`src/rtl/sevenseg_scan_if.sv`:
```
// Display-driver bus: data/config inputs from the system side, display pins from the driver.
interface sevenseg_scan_if #(
  parameter int unsigned NDIGITS = 4
);
  logic                   en;
  logic                   load;
  logic [4*NDIGITS-1:0]   din;
  logic [NDIGITS-1:0]     dp_in;
  logic                   blank_lz;
  logic [6:0]             seg_n;
  logic                   dp_n;
  logic [NDIGITS-1:0]     an_n;
  logic                   frame;

  modport master (
    output en, load, din, dp_in, blank_lz,
    input  seg_n, dp_n, an_n, frame
  );

  modport slave (
    input  en, load, din, dp_in, blank_lz,
    output seg_n, dp_n, an_n, frame
  );
endinterface

```
`src/rtl/sevenseg_scan.sv`:
```
// Time-multiplexed N-digit seven-segment driver with inter-digit dark gap
// and optional leading-zero blanking. All display outputs are registered.
module sevenseg_scan #(
   parameter int unsigned NDIGITS  = 4,
   parameter int unsigned SCAN_DIV = 50000,
   parameter int unsigned GAP_CYC  = 16
) (
   input logic            clk,
   input logic            rst_n,
   sevenseg_scan_if.slave bus
);

   localparam int unsigned CW = $clog2(SCAN_DIV);
   localparam int unsigned IW = (NDIGITS > 1) ? $clog2(NDIGITS) : 1;
   localparam logic [CW-1:0] CNT_LAST = CW'(SCAN_DIV - 1);
   localparam logic [IW-1:0] IDX_LAST = IW'(NDIGITS - 1);
   // Signed copy so a zero gap does not produce a constant unsigned compare.
   localparam int GAP = int'(GAP_CYC);

   logic [CW-1:0]        cnt_q, cnt_d;
   logic [IW-1:0]        idx_q, idx_d;
   logic [4*NDIGITS-1:0] sh_d_q;
   logic [NDIGITS-1:0]   sh_dp_q;
   logic [6:0]           seg_q, seg_d;
   logic                 dp_q, dp_d;
   logic [NDIGITS-1:0]   an_q, an_d;
   logic                 frame_q, frame_d;

   logic [3:0]           nib;
   logic                 dp_sel;
   logic                 blank;
   logic                 show;
   logic [NDIGITS-1:0]   allz;

   function automatic logic [6:0] glyph(input logic [3:0] n);
      logic [6:0] g;
      case (n)
         4'h0: g = 7'h40;
         4'h1: g = 7'h79;
         4'h2: g = 7'h24;
         4'h3: g = 7'h30;
         4'h4: g = 7'h19;
         4'h5: g = 7'h12;
         4'h6: g = 7'h02;
         4'h7: g = 7'h58;
         4'h8: g = 7'h00;
         4'h9: g = 7'h10;
         4'hA: g = 7'h08;
         4'hB: g = 7'h03;
         4'hC: g = 7'h46;
         4'hD: g = 7'h21;
         4'hE: g = 7'h06;
         default: g = 7'h0E;
      endcase
      return g;
   endfunction

   always_comb begin
      cnt_d = cnt_q;
      idx_d = idx_q;
      if (!bus.en) begin
         cnt_d = '0;
         idx_d = '0;
      end else if (cnt_q == CNT_LAST) begin
         cnt_d = '0;
         idx_d = (idx_q == IDX_LAST) ? '0 : idx_q + 1'b1;
      end else begin
         cnt_d = cnt_q + 1'b1;
      end
   end

   // allz[i]: nibbles i..NDIGITS-1 of the shadow are all zero.
   always_comb begin
      logic run;
      run = 1'b1;
      allz = '0;
      for (int i = NDIGITS - 1; i >= 0; i--) begin
         run = run && (sh_d_q[4*i +: 4] == 4'h0);
         allz[i] = run;
      end
   end

   always_comb begin
      nib    = 4'h0;
      dp_sel = 1'b0;
      blank  = 1'b0;
      for (int i = 0; i < NDIGITS; i++) begin
         if (idx_q == IW'(i)) begin
            nib    = sh_d_q[4*i +: 4];
            dp_sel = sh_dp_q[i];
            blank  = bus.blank_lz && (i != 0) && allz[i];
         end
      end
   end

   always_comb begin
      show    = bus.en && (int'({1'b0, cnt_q}) >= GAP);
      seg_d   = 7'h7F;
      dp_d    = 1'b1;
      an_d    = '1;
      frame_d = bus.en && (cnt_q == CNT_LAST) && (idx_q == IDX_LAST);
      if (show) begin
         seg_d = blank ? 7'h7F : glyph(nib);
         dp_d  = ~dp_sel;
         for (int i = 0; i < NDIGITS; i++) begin
            an_d[i] = (idx_q != IW'(i));
         end
      end
   end

   always_ff @(posedge clk or negedge rst_n) begin
      if (!rst_n) begin
         cnt_q   <= '0;
         idx_q   <= '0;
         sh_d_q  <= '0;
         sh_dp_q <= '0;
         seg_q   <= 7'h7F;
         dp_q    <= 1'b1;
         an_q    <= '1;
         frame_q <= 1'b0;
      end else begin
         cnt_q   <= cnt_d;
         idx_q   <= idx_d;
         if (bus.load) begin
            sh_d_q  <= bus.din;
            sh_dp_q <= bus.dp_in;
         end
         seg_q   <= seg_d;
         dp_q    <= dp_d;
         an_q    <= an_d;
         frame_q <= frame_d;
      end
   end

   assign bus.seg_n = seg_q;
   assign bus.dp_n  = dp_q;
   assign bus.an_n  = an_q;
   assign bus.frame = frame_q;

endmodule

```
`src/flat_wrapper.sv`:
```
// flat-port wrapper written by rule: the top's interface ports become plain ports
module sevenseg_scan_flat 
#(
   parameter int unsigned NDIGITS  = 4,
   parameter int unsigned SCAN_DIV = 50000,
   parameter int unsigned GAP_CYC  = 16
)
  (clk, rst_n, bus_en, bus_load, bus_din, bus_dp_in, bus_blank_lz, bus_seg_n, bus_dp_n, bus_an_n, bus_frame);
  sevenseg_scan_if #(.NDIGITS(NDIGITS)) bus_i ();
  input logic clk;
  input logic rst_n;
  input wire logic [$bits(bus_i.en)-1:0] bus_en;
  input wire logic [$bits(bus_i.load)-1:0] bus_load;
  input wire logic [$bits(bus_i.din)-1:0] bus_din;
  input wire logic [$bits(bus_i.dp_in)-1:0] bus_dp_in;
  input wire logic [$bits(bus_i.blank_lz)-1:0] bus_blank_lz;
  output wire logic [$bits(bus_i.seg_n)-1:0] bus_seg_n;
  output wire logic [$bits(bus_i.dp_n)-1:0] bus_dp_n;
  output wire logic [$bits(bus_i.an_n)-1:0] bus_an_n;
  output wire logic [$bits(bus_i.frame)-1:0] bus_frame;
  assign bus_i.en = bus_en;
  assign bus_i.load = bus_load;
  assign bus_i.din = bus_din;
  assign bus_i.dp_in = bus_dp_in;
  assign bus_i.blank_lz = bus_blank_lz;
  assign bus_seg_n = bus_i.seg_n;
  assign bus_dp_n = bus_i.dp_n;
  assign bus_an_n = bus_i.an_n;
  assign bus_frame = bus_i.frame;
  sevenseg_scan #(.NDIGITS(NDIGITS), .SCAN_DIV(SCAN_DIV), .GAP_CYC(GAP_CYC)) u_core (.clk(clk), .rst_n(rst_n), .bus(bus_i));
endmodule
```
`config.mk`:
```
export PLATFORM = sky130hd
export DESIGN_NAME = sevenseg_scan_flat
export DESIGN_NICKNAME = d
export VERILOG_FILES = /design/src/rtl/sevenseg_scan_if.sv /design/src/rtl/sevenseg_scan.sv /design/src/flat_wrapper.sv
export SDC_FILE = /design/constraint.sdc
export NUM_CORES = 1
export LEC_CHECK = 0
export ABC_AREA = 1
export BUFFER_PORTS_ARGS = -buffer_cell sky130_fd_sc_hd__buf_4
export CORE_MARGIN = 10
export CORE_UTILIZATION = 40
export DETAILED_ROUTE_END_ITERATION = 6
export PLACE_DENSITY = 0.64
export SKIP_LAST_GASP = 1
export SYNTH_ARGS = -nofsm -noshare
export SYNTH_HDL_FRONTEND = slang
export SYNTH_SLANG_ARGS = --single-unit
```
`constraint.sdc`:
```
create_clock -name clk -period 5.15 [get_ports clk]
set_input_delay 0.7725 -clock clk [delete_from_list [all_inputs] [get_ports clk]]
set_output_delay 0.7725 -clock clk [all_outputs]
set_load 0.02 [all_outputs]
```
Yosys cells after proc, flatten, opt, wreduce, memory -nomap -nowiden
Memory sizes are Yosys's and may differ from the RTL's.
Index checks and enable logic that the tools add are counted.
- flip-flop bits (word level): 51
- ROM bits: 112
- input port bits: 25
- output and inout port bits: 13
- word-level logic and storage cells: 54
- memories kept: 1
- add/subtract/negate cells: 2
- magnitude comparators: 1
- equal/unequal tests: 8
- muxes and demuxes: 20
- bitwise gates (word level): 1
- reductions and logical operators: 13
- memory list (name ; words ; bits a word ; read ports ; clocked after Yosys merged registers in ; wr ports ; line ; source):
    (name not given) ; 16 ; 7 ; 1 ; 0 ; 0 ; sevenseg_scan.sv:37 ; case (n)
- operators with widths (operator ; number):
    $mux W16 ; 2
    $mux W4 ; 5
    $add A16 B1 Y16 const B ; 1
    $eq A16 B16 Y1 const B ; 1
    $ge A16 B5 Y1 const B ; 1
    $mux W7 ; 2
    $logic_not A4 Y1 ; 3
    $logic_and A1 B1 Y1 ; 8
    $mux W1 ; 8
    $mux W2 ; 3
    $eq A2 B2 Y1 const B ; 2
    $ne A2 B1 Y1 const B ; 2
    $ne A2 B2 Y1 const B ; 2
    $add A2 B1 Y2 const B ; 1
    $eq A2 B1 Y1 const B ; 1
    $logic_not A2 Y1 ; 1
    $reduce_bool A2 Y1 ; 1
    $not A1 Y1 ; 1

Longest topological paths before layout
Gate-level depths: netlist of the first run.
- depth after elaboration: 9
- gate-level depth with buffers: 15
- gate-level depth less buffers: 14

Least setup slack after synthesis of the first run
Ideal clock, no wire load.
- kind: register to register
- from: register u_core.idx_q[1]
- to: register u_core.seg_q[3] (netlist: u_core.bus.seg_n[3])
- arrival: 1.692 ns
- required time: 5.063 ns
- path slack: 3.371 ns
- stages on the path, launching flop included: 16
- cell sequence: dfrtp_1 > inv_1 > ha_1 > buf_6 > inv_4 > nor2_1 > nor2_1 > nand2_1 > nand2_1 > nand2_1 > inv_1 > ha_1 > nand3_1 > nand2_1 > nand2_1 > nand3_1
- longest elaborated chain between the ends: 8
- elaborated cells between the ends (all ways): 14
- classes of those cells: 3 x eq/ne; 9 x mux; 1 x reduce/logical; 1 x memory
- ends and longest elaborated chain (item ; line ; source):
    start: declaration ; sevenseg_scan.sv:21 ; logic [IW-1:0] idx_q, idx_d;
    start signal: assignment ; sevenseg_scan.sv:123 ; idx_q <= idx_d;
    $logic_not A2 Y1 ; sevenseg_scan.sv:88 ; if (idx_q == IW'(i)) begin
    $mux W4 (4 in series) ; sevenseg_scan.sv:88 ;
    $mem_v2 Z16 W7 ; -- ;
    $mux W7 (*) ; sevenseg_scan.sv:103 ; seg_d = blank ? 7'h7F : glyph(nib);
    $mux W7 (*) ; sevenseg_scan.sv:102 ; if (show) begin
    via u_core.seg_d[3] ; sevenseg_scan.sv:24 ; logic [6:0] seg_q, seg_d;
    end signal: assignment ; sevenseg_scan.sv:128 ; seg_q <= seg_d;
    end: declaration ; sevenseg_scan.sv:24 ;
The timed path passes the listed nets; every way through them passes the cells marked *.
A chain may end at the register's enable or synchronous reset.

Final worst setup path of the first run
Ends and elaborated chain as after synthesis.

==> results.txt, run 1 <==
----------------------------------------------------
[Job]
  Max Cap Viol ... 0

[Critical path]
  Logic depth of the worst setup path including buffers ... 14
  Endpoint kind of the worst setup timing path ... flop
  Peak per-stage delay on the critical path ... about 0.41 ns
  Worst-path cell chain ... inv_1 -> ha_1 -> inv_4 -> nor2_1 -> nor2_1 -> nand2_1 -> nand2_1 -> nand2_1 -> inv_1 -> ha_1 -> nand3_1 -> nand2_1 -> nand2_1 -> nand3_1
  Most prevalent standard cell on the critical path ... nand2_1
  Crit Path Max Fanout ... 8
  Worst path slowest cell ... dfrtp_1
  Number of cells on the worst reg-to-reg path ... 14
  Data arrival, critical path ... approximately 2.4 ns
  Required time reported for the critical path endpoint ... approximately 5.4 ns
  Family of cells with the greatest summed delay on the critical path ... simple AND/OR/NAND/NOR gates
  Buffers & Inverters on Critical Path ... 3
  CP startpoint kind ... flop
  Type of the setup path with the least slack ... reg -> reg

[Logic synthesis]
  Proportion of synthesized area in mux cells ... 4.42%
  Combinational family with the most area after synthesis ... simple AND/OR/NAND/NOR gates
  Adder-cell share of the synthesized area ... between 5 and 6%
  Number of instances in the synthesized netlist ... approximately 330
  Yosys warnings ... 0
  Post-Synthesis Net Count ... 368
  Simple-gate area share of the yosys netlist ... between 30 and 40%
  Post-synth ARST share ... between 90% and 100%
  Mean Syn Cell Area ... about 8.5 sq um
  Count of cell types in the netlist ... 36
  XOR/XNOR Fraction of Synth Area ... ~1.6%
  Mapped Area ... around 2800 sq um
  Dominant synthesized flop cell ... dfrtp_1
  Number of synthesized flops with an enable pin ... 0
  Share of synthesized area occupied by flip-flops and latches ... between 40% and 50%
  Compound-gate portion of the synthesized area ... 6.34%
  Register bit count reported by yosys ... between 50 and 60

[STA]
  Total negative slack ... 0 ns
  Slew Limit Fails ... 0
  RSZ-0062 raised after global routing ... no
  Fmax ... 457 MHz
  Fin worst setup slack ... between 2 and 3 ns
  Setup Viol. Count Final ... 0
  Number of hold violations in the final report ... 0
  Fin Hold WS ... between 0.4 and 0.5 ns
  Worst rel slew slack ... between 50% and 60%
  Fraction of the cycle the final worst path needs ... 42.5%
  Worst clock skew ... slightly above 0.01 ns
  Actual slew at the worst max-slew pin ... ~0.63 ns
  Post-route minimum period ... 2.19 ns

[Cells and area]
  Commonest cells after routing, fill and taps aside ... nand2_1, dfrtp_1, buf_4
  Share of post-route cells with drive strength above 1 ... around a quarter
  Final core utilization ... about 49%
  Final layout net count ... roughly 400
  Multi-input combinational cell area ... between 1000 and 1500 sq um
  Number of antenna diodes ... 0
  Filler Cell Count ... 662
  Area taken by flip-flops and latches ... roughly 1300 sq um
  Design area ... approximately 3300 sq um
  Most common cell after layout, fill and taps aside ... nand2_1
  Area growth from synthesis to final layout ... 17.7%

[GRT]
  Pin count of the biggest net entering global routing ... 52
  Via count of the first global-routing pass ... about 2300
  Grt ovf ... 0
  Initial antenna violation count ... 0
  Global-route wire length before repair ... 10400 microns
  Overall routing resource usage ... 11.3%

[Drt]
  DRC violation total after the first TritonRoute iteration ... 80
  Wirelength per Cell ... 13.0 microns
  Antenna viol nets, final ... 0
  Final routed DRC violation total ... 0
  Via density ... between 4 and 5
  WL final ... 6070 microns
  Number of detailed-route iterations in the first pass ... 5
  Vias post-DR ... around 2300

[Power and ir drop]
  Leakage power ... between 1.5 and 2 nW
  Cell-internal power ... around 0.65 mW
  Switching share of power ... a little under a quarter
  Combinational fraction of design power ... a little under an eighth
  Clock share of power ... between 30% and 40%
  Net Sw Power ... approximately 0.20 mW
  Power density relative to cell area ... about 260 nW/um^2
  Power share of the sequential group ... 50.7%
  Worst-case vdd ir drop ... ~0.11 mV

[Die]
  Floorplan die area ... 10800 sq um
  Initial core utilization ... slightly above 40%
  Num ports ... 38
  Count of standard-cell rows ... 30
  Die Wd ... approximately 100 microns
  Total core area ... between 6000 and 7000 sq um
  Die outline height ... 104 microns

[Min path]
  Type of the most critical hold path ... in -> async

[CTS]
  Clock tree from TritonCTS ... built
  Clock input transition at the sequential cells of the worst setup and hold paths ... approximately 0.09 ns
  Hold buffer count at CTS ... 0
  Number of buffers on the longest clock path ... 2
  Clock insertion delay at the later pin of the skew report ... 0.31 ns
  Htree depth ... 2
  Number of setup buffers added after CTS ... 0
  CTS Buf Count ... 5
  Number of clock sinks seen by CTS ... ~50
  Cells resized by post-CTS repair ... 0
  Clock root buffer ... clkbuf_8

[Placed design]
  Port buffer count ... 37
  Placed instance area ... around 3200 sq um
  Pre-CTS setup slack ... about 3.0 ns
  Placed wire-length estimate ... between 4000 and 5000 microns
  Routability-driven placement congestion ratio ... roughly 0.90

[Run status]
  Status ... completed

----------------------------------------------------
## flip-flops by register name, summed over array words and instances (netlist names)
| signal | flops |
|---|---|
| u_core.cnt_q | 16 |
| u_core.sh_d_q | 16 |
| u_core.bus.seg_n | 7 |
| u_core.bus.an_n | 4 |
| u_core.sh_dp_q | 4 |
| u_core.idx_q | 2 |
| u_core.bus.dp_n | 1 |
| u_core.bus.frame | 1 |
## area by class of cell
| class | count | share of cell area [%] |
|---|---|---|
| flip-flops and latches | 51 | 39.1 |
| clock inverters | 2 | 1.82 |
| clock buffers | 6 | 2.20 |
| well taps | 96 | 3.64 |
| repair buffers | 37 | 8.42 |
| inverters | 35 | 4.06 |
| multi-input cells | 239 | 40.8 |
## through the flow
step | std cells | power [mW]
2_1_floorplan | 331 | 0.497
3_3_place_gp | 458 | 0.535
3_5_place_dp | 458 | 0.537
4_1_cts | 466 | 0.864
5_1_grt | 466 | 0.895
6_report | 466 | 0.851
## worst reg2reg max path, delay by kind of cell, from the launching register on
kind                     cells  cell delay (ns)
flip-flops                   1             0.41
AND/OR/NAND/NOR              9             0.78
buffers and inverters        3             0.32
adder cells (fa/ha/maj)      2             0.59
## logic make-up (layout without fill, tap and decap cells)
| family | after synthesis | count (layout) |
|---|---|---|
| AO/OA/AOI/OAI | 28 | 28 |
| XOR/XNOR | 5 | 5 |
| adder cells (fa/ha/maj) | 12 | 12 |
| buffers and inverters | 41 | 80 |
| flip-flops | 51 | 51 |
| multiplexers | 11 | 11 |
| AND/OR/NAND/NOR | 183 | 183 |
## path summary, 6_finish.rpt
path / endpoint / start / slack [ns]
min in group clk: u_core.bus.dp_n / u_core.sh_dp_q[3] / 0.51
max in group asynchronous: u_core.sh_d_q[8] / rst_n / 4.25
min: u_core.cnt_q[4] / rst_n / 0.48
max: u_core.bus.seg_n[3] / u_core.idx_q[1] / 2.96
max reg2reg: u_core.bus.seg_n[3] / u_core.idx_q[1] / 2.96
min reg2reg: u_core.bus.dp_n / u_core.sh_dp_q[3] / 0.51
## power by group through the flow
stage               Sequential [mW]  Combinational (mW)  Clock, mW
floorplan                     0.434              0.0627          0
global placement              0.438              0.0968          0
CTS                           0.431              0.0985      0.334
detailed placement            0.438              0.0982          0
finish                        0.431              0.0973      0.322
global route                  0.433               0.112      0.350
## synthesized netlist by cell type, types with 2 or more instances
| cell type | instances | area (sq um) |
|---|---|---|
| clkinv_1 | 2 | 7.51 |
| inv_1 | 29 | 109 |
| nor3_1 | 5 | 25.0 |
| mux2_2 | 11 | 124 |
| nor2_1 | 35 | 131 |
| buf_2 | 3 | 15.0 |
| clkbuf_1 | 2 | 7.51 |
| inv_2 | 3 | 11.3 |
| xor2_1 | 4 | 35.0 |
| o21ai_0 | 11 | 55.1 |
| nor3_2 | 3 | 30.0 |
| nor2_2 | 4 | 25.0 |
| nand3_1 | 31 | 155 |
| nand2_1 | 85 | 319 |
| dfstp_2 | 12 | 315 |
| dfrtp_1 | 39 | 976 |
| a21oi_2 | 2 | 17.5 |
| nand4_1 | 4 | 25.0 |
| nand2_2 | 7 | 43.8 |
| a21oi_1 | 8 | 40.0 |
| nor2_4 | 3 | 33.8 |
| o21ai_1 | 2 | 10.0 |
| ha_1 | 12 | 150 |
| nand3_2 | 2 | 20.0 |
## layer usage
metal	GRT usage (%)	routed length, microns	up-vias
met2	19.7	3010	50
met3	3.41	295	6
met5	0	0	-
met4	2.88	47	0
li1	-	-	1140
met1	13.1	2720	1078
Power figures use the tool's default switching activity.
==> run 2, diff against run 1 <==
PLACE_DENSITY = 0.66   (was 0.64)
clock period = 1.8 ns   (was 5.15 ns; I/O delays follow)
==> run 2 against run 1 <==
- the flow now finishes with violations (negative hold slack)
- register-to-register slack lost 2.9 ns
- setup slack worse by 2.9 ns
- via count rose by 1.7%
- sequential share of layout area decreased by 1.8 points
- clock skew shrank 0.0023 ns
- critical path depth down 5
- combinational power grew to 3.0 times the previous value
- design area grew 4.8%
- sequential power grew to 2.9 times the previous value
- worst hold slack lost 0.50 ns
- wire length rose by 1.4%
- critical path type unchanged
- critical endpoint unchanged
- largest cell class unchanged
- highest routed layer unchanged
==> results.txt, run 2 (synthesized netlist as in run 1, its figures left out) <==
----------------------------------------------------
[Placed design]
  Placed wire-length estimate ... 4690 microns (+2.9%)
  Placed instance area ... 3290 sq um (+3.8%)
  Pre-CTS setup slack ... -0.0962 ns (-3.10 ns)
  Routability-driven placement congestion ratio ... 0.884 (-1.3%)
  Port buffer count ... 37 (unchanged)

[Drt]
  Via density ... 4.79 (-1.9%)
  DRC violation total after the first TritonRoute iteration ... 58 (-28%)
  Antenna viol nets, final ... 0 (unchanged)
  Vias post-DR ... 2312 (+1.7%)
  Wirelength per Cell ... 12.7 microns (-2.2%)
  WL final ... 6160 microns (+1.4%)
  Final routed DRC violation total ... 0 (unchanged)
  Number of detailed-route iterations in the first pass ... 6 (+1)

[Critical path]
  Worst path slowest cell ... dfrtp_1
  CP startpoint kind ... flop
  Endpoint kind of the worst setup timing path ... flop
  Required time reported for the critical path endpoint ... 2.04 ns (-3.34 ns)
  Most prevalent standard cell on the critical path ... nand3_1
  Type of the setup path with the least slack ... reg -> reg
  Worst-path cell chain ... buf_4 -> ha_2 -> buf_4 -> nand2_1 -> nand2_4 -> ha_1 -> nand3_1 -> nand3_1 -> nand3_1
  Crit Path Max Fanout ... 7 (-1)
  Data arrival, critical path ... 1.98 ns (-0.43 ns)
  Peak per-stage delay on the critical path ... 0.40 ns (about the same)

[GRT]
  Grt ovf ... 0 (unchanged)
  Global-route wire length before repair ... 10300 microns (-1.0%)
  Overall routing resource usage ... 11.2% (-0.062 points)
  Via count of the first global-routing pass ... 2301 (-0.17%)
  Initial antenna violation count ... 0 (unchanged)
  Pin count of the biggest net entering global routing ... 52 (unchanged)

[STA]
  RSZ-0062 raised after global routing ... yes
  Post-route minimum period ... 1.73 ns (-0.456 ns)
  Number of hold violations in the final report ... 29 (+29)
  Fmax ... 577 MHz (+26%)
  Total negative slack ... 0 ns (unchanged)
  Slew Limit Fails ... 0 (unchanged)
  Worst clock skew ... 0.00795 ns (-0.00230 ns)
  Fin worst setup slack ... 0.0680 ns (-2.89 ns)
  Fraction of the cycle the final worst path needs ... 96.2% (+54 points)
  Actual slew at the worst max-slew pin ... 0.622 ns (-0.00558 ns)
  Worst rel slew slack ... 58.5% (+0.37 points)
  Fin Hold WS ... -0.0201 ns (-0.496 ns)
  Setup Viol. Count Final ... 0 (unchanged)

[Cells and area]
  Design area ... 3460 sq um (+4.8%)
  Number of antenna diodes ... 0 (unchanged)
  Share of post-route cells with drive strength above 1 ... 33.3% (+7.4 points)
  Commonest cells after routing, fill and taps aside ... nand2_1, buf_4, dfrtp_1
  Final layout net count ... 423 (+4.2%)
  Filler Cell Count ... 647 (-2.3%)
  Most common cell after layout, fill and taps aside ... nand2_1
  Multi-input combinational cell area ... 1420 sq um (+5.6%)
  Area taken by flip-flops and latches ... 1290 sq um (about the same)
  Area growth from synthesis to final layout ... 23.4%

[Die]
  Die Wd ... 104 microns (unchanged)
  Initial core utilization ... 41.3% (unchanged)
  Floorplan die area ... 10800 sq um (unchanged)
  Total core area ... 6790 sq um (unchanged)
  Count of standard-cell rows ... 30 (unchanged)
  Die outline height ... 104 microns (unchanged)
  Num ports ... 38 (unchanged)

[Power and ir drop]
  Overall power of the completed layout ... 2.18 mW (+160%)
  Leakage power ... 1.60 nW (+4.0%)
  Power density relative to cell area ... 629 nW/um^2 (+140%)
  Worst-case vdd ir drop ... 0.414 mV (+270%)

[Job]
  Max Cap Viol ... 0 (unchanged)

[CTS]
  Clock root buffer ... clkbuf_8
  Clock tree from TritonCTS ... built
  Htree depth ... 2 (unchanged)
  Number of buffers on the longest clock path ... 2 (unchanged)
  Number of clock sinks seen by CTS ... 51 (unchanged)
  Clock insertion delay at the later pin of the skew report ... 0.30 ns (about the same)
  Hold buffer count at CTS ... 0 (unchanged)
  Clock input transition at the sequential cells of the worst setup and hold paths ... 0.09 ns (about the same)
  CTS Buf Count ... 5 (unchanged)

[Run status]
  Status ... complete, but fails checks
  Violations in the final reports ... negative hold slack

[Min path]
  Type of the most critical hold path ... in -> async

----------------------------------------------------
## run 2: cell count changes in the layout (fill, tap and decap cells not counted), sizes merged
cell | previous run | this run
bufinv | 2 | 0
buf | 37 | 54
clkinv | 2 | 3
clkinvlp | 0 | 1
## run 2: power breakdown
part           total [mW]  internal, mW  switching, mW  leakage (nW)
Sequential           1.23          1.19         0.0403         0.625
Combinational       0.295         0.129          0.167         0.928
Clock               0.645         0.273          0.372        0.0412
## run 2: worst paths after layout
kind	start	cells past startpoint	end	slack, ns
hold / removal	rst_n	1	u_core.sh_d_q[7]	-0.02
hold reg to reg	u_core.sh_dp_q[3]	1	u_core.bus.dp_n	0.50
min in group clk	bus_din[15]	3	u_core.sh_d_q[15]	0.17
setup / recovery	u_core.idx_q[1]	9	u_core.bus.seg_n[3]	0.07
setup reg to reg	u_core.idx_q[1]	9	u_core.bus.seg_n[3]	0.07
max in group asynchronous	rst_n	1	u_core.idx_q[0]	1.36
## run 2: layout make-up
cell class	count	share of cell area, %
multi-input combinational	239	41.0
tap	96	3.47
clock inverter	2	0.362
clock buffer	6	2.10
timing repair buffer	54	11.7
sequential	51	37.4
inverter	35	3.94
## run 2: worst max-delay path: cells and delay by family, from the launching register on
family	cells	cell delay [ns]
buf+inv	2	0.31
flops	1	0.40
simple gates	5	0.44
fa+ha+maj	2	0.52
## run 2: stage by stage
stage	util (%)	instances	hold WS, ns
6_report	50.9	483	-0.0201
2_1_floorplan	-	331	-0.0256
5_1_grt	50.9	483	0.0275
3_5_place_dp	48.4	474	0.341
4_1_cts	49.8	482	0.00609
3_3_place_gp	48.4	474	0.332
## run 2: routing by layer
layer  vias up  track usage (%)  wire length (microns)
met5         -                0                      0
met4         0             2.29                     46
met3         5             2.66                    238
met2        50             20.3                   3210
met1      1086             13.0                   2670
li1       1171                -                      -
## run 2: repair_timing
| item | CTS | global route |
|---|---|---|
| pin swaps | 0 | 2 |
| buffers inserted | 0 | 1 |
| resized for setup | 3 | 19 |
| setup endpoints to repair | 5 | 7 |
==> run 3, diff against run 2 <==
BUFFER_PORTS_ARGS = -buffer_cell sky130_fd_sc_hd__buf_2   (was -buffer_cell sky130_fd_sc_hd__buf_4)
==> run 3 against run 2 <==
- the run now ends clean
- final cell count up 1.7%
- clock power grew 3%
- die area stayed put
- via count up 1.7%
- sequential share of layout area is 0.47 points lower
- combinational power increased by 8.8%
- worst hold slack better by 0.070 ns
- flip-flop and latch count stayed put
- largest cell class unchanged
- wire length rose by 5.7%
==> results.txt, run 3 (synthesized netlist as in run 1, its figures left out) <==
----------------------------------------------------
[Run status]
  Status ... completed

[STA]
  Setup Viol. Count Final ... 0 (unchanged)
  Fin worst setup slack ... 0.0509 ns (-0.0172 ns)
  Worst rel slew slack ... 59.1% (+0.57 points)
  RSZ-0062 raised after global routing ... yes
  Fraction of the cycle the final worst path needs ... 97.2% (+0.95 points)
  Worst clock skew ... 0.00957 ns (+0.00163 ns)
  Total negative slack ... 0 ns (unchanged)
  Fin Hold WS ... 0.0502 ns (+0.0702 ns)
  Slew Limit Fails ... 0 (unchanged)
  Fmax ... 572 MHz (-0.98%)
  Number of hold violations in the final report ... 0 (-100%)
  Actual slew at the worst max-slew pin ... 0.614 ns (-0.00851 ns)
  Post-route minimum period ... 1.75 ns (+0.0172 ns)

[CTS]
  Clock root buffer ... clkbuf_8
  Clock insertion delay at the later pin of the skew report ... 0.31 ns (about the same)
  Clock tree from TritonCTS ... built
  Hold buffer count at CTS ... 0 (unchanged)
  Number of buffers on the longest clock path ... 2 (unchanged)
  CTS Buf Count ... 5 (unchanged)
  Number of clock sinks seen by CTS ... 51 (unchanged)
  Clock input transition at the sequential cells of the worst setup and hold paths ... 0.10 ns (about the same)
  Htree depth ... 2 (unchanged)

[Cells and area]
  Share of post-route cells with drive strength above 1 ... 37.5% (+4.1 points)
  Number of antenna diodes ... 0 (unchanged)
  Commonest cells after routing, fill and taps aside ... nand2_1, dfrtp_1, buf_2
  Filler Cell Count ... 619 (-4.3%)
  Area growth from synthesis to final layout ... 24.9%
  Most common cell after layout, fill and taps aside ... nand2_1
  Final layout net count ... 431 (+1.9%)

[GRT]
  Overall routing resource usage ... 11.4% (+0.23 points)
  Initial antenna violation count ... 0 (unchanged)
  Global-route wire length before repair ... 10400 microns (+1.1%)
  Pin count of the biggest net entering global routing ... 52 (unchanged)
  Grt ovf ... 0 (unchanged)
  Via count of the first global-routing pass ... 2354 (+2.3%)

[Critical path]
  Worst-path cell chain ... inv_2 -> ha_4 -> inv_4 -> nor2_2 -> nor2_1 -> nand2_1 -> nand2_2 -> nand2_4 -> buf_6 -> ha_4 -> nand3_1 -> nor2_1 -> nor2_2 -> nand2_1
  Type of the setup path with the least slack ... reg -> reg
  Number of cells on the worst reg-to-reg path ... 14 (+5)
  Worst reg-to-reg setup slack ... 0.05 ns (-0.02 ns)
  Required time reported for the critical path endpoint ... 2.07 ns (+0.03 ns)
  Crit Path Max Fanout ... 5 (-2)
  Peak per-stage delay on the critical path ... 0.40 ns (about the same)
  Critical Path Source ... u_core.idx_q[1]
  R2r endpoint ... u_core.bus.seg_n[0]
  Data arrival, critical path ... 2.01 ns (+0.03 ns)
  CP startpoint kind ... flop
  Endpoint kind of the worst setup timing path ... flop
  Critical register-to-register path startpoint ... u_core.idx_q[1]
  Worst path slowest cell ... dfrtp_1
  End of the critical path ... u_core.bus.seg_n[0]

[Power and ir drop]
  Power density relative to cell area ... 634 nW/um^2 (+0.80%)
  Worst-case vdd ir drop ... 0.388 mV (-6.2%)
  Leakage power ... 1.60 nW (+0.50%)

[Placed design]
  Pre-CTS setup slack ... -0.100 ns (-0.00419 ns)
  Port buffer count ... 37 (unchanged)
  Placed wire-length estimate ... 4670 microns (-0.36%)
  Routability-driven placement congestion ratio ... 0.874 (-1.1%)

[Drt]
  Number of detailed-route iterations in the first pass ... 4 (-2)
  WL final ... 6510 microns (+5.7%)
  Final routed DRC violation total ... 0 (unchanged)
  Wirelength per Cell ... 13.3 microns (+3.9%)
  DRC violation total after the first TritonRoute iteration ... 97 (+67%)
  Via density ... 4.79 (about the same)
  Vias post-DR ... 2352 (+1.7%)
  Antenna viol nets, final ... 0 (unchanged)

[Die]
  Num ports ... 38 (unchanged)
  Initial core utilization ... 41.3% (unchanged)
  Die Wd ... 104 microns (unchanged)
  Floorplan die area ... 10800 sq um (unchanged)
  Count of standard-cell rows ... 30 (unchanged)
  Die outline height ... 104 microns (unchanged)
  Total core area ... 6790 sq um (unchanged)

[Job]
  Max Cap Viol ... 0 (unchanged)

[Min path]
  Type of the most critical hold path ... in -> async

----------------------------------------------------
-- run 3: stage by stage --
stage	std cells	area [sq um]	power (mW)	util [%]
after floorplan	331	2800	1.42	-
after global placement	474	3200	1.52	47.0
after detailed placement	474	3200	1.53	47.0
after CTS	482	3290	2.19	48.4
after global routing	491	3500	2.32	51.6
final	491	3500	2.22	51.6
-- run 3: critical path, delay by kind of cell (launching register included) --
| family | cells | cell delay, ns |
|---|---|---|
| and+or+nand+nor | 9 | 0.75 |
| buffers and inverters | 3 | 0.25 |
| adders and majority gates | 2 | 0.31 |
| DFF | 1 | 0.40 |
-- run 3: final cells by class --
class	instances	area, sq um	share of cell area (%)
Inverter	35	136	3.89
Multi-Input combinational cell	239	1480	42.1
Clock buffer	5	68.8	1.96
Tap cell	96	120	3.43
Clock inverter	3	15.0	0.429
Timing Repair Buffer	62	395	11.3
Sequential cell	51	1290	36.9
-- run 3: repair_timing --
item / CTS / global route
setup buffers: 0 / 9
setup endpoints to repair: 4 / 7
gates cloned: 0 / 0
resized for setup: 4 / 35
pin swaps: 0 / 11
-- run 3: report_power, final --
part | switching [mW] | internal [mW]
sequential | 0.0415 | 1.19
clock | 0.396 | 0.267
combinational | 0.185 | 0.136
-- run 3: worst min-delay path by stage --
stage,end,depth (start not counted),slack [ns]
after floorplan,u_core.bus.frame,0,-0.03
after global placement,u_core.sh_d_q[2],2,0.41
after detailed placement,u_core.sh_d_q[3],2,0.42
after CTS,u_core.sh_d_q[15],2,0.07
after global routing,u_core.sh_d_q[4],2,0.11
final,u_core.sh_d_q[4],2,0.05
-- run 3: metal layers --
| layer | GRT usage (%) | vias to the layer above | share of wire, % |
|---|---|---|---|
| met5 | 0 | - | 0 |
| met4 | 4.47 | 0 | 1.8 |
| met3 | 2.97 | 13 | 4.2 |
| met2 | 20.0 | 54 | 51 |
| met1 | 13.0 | 1096 | 43 |
| li1 | - | 1189 | - |
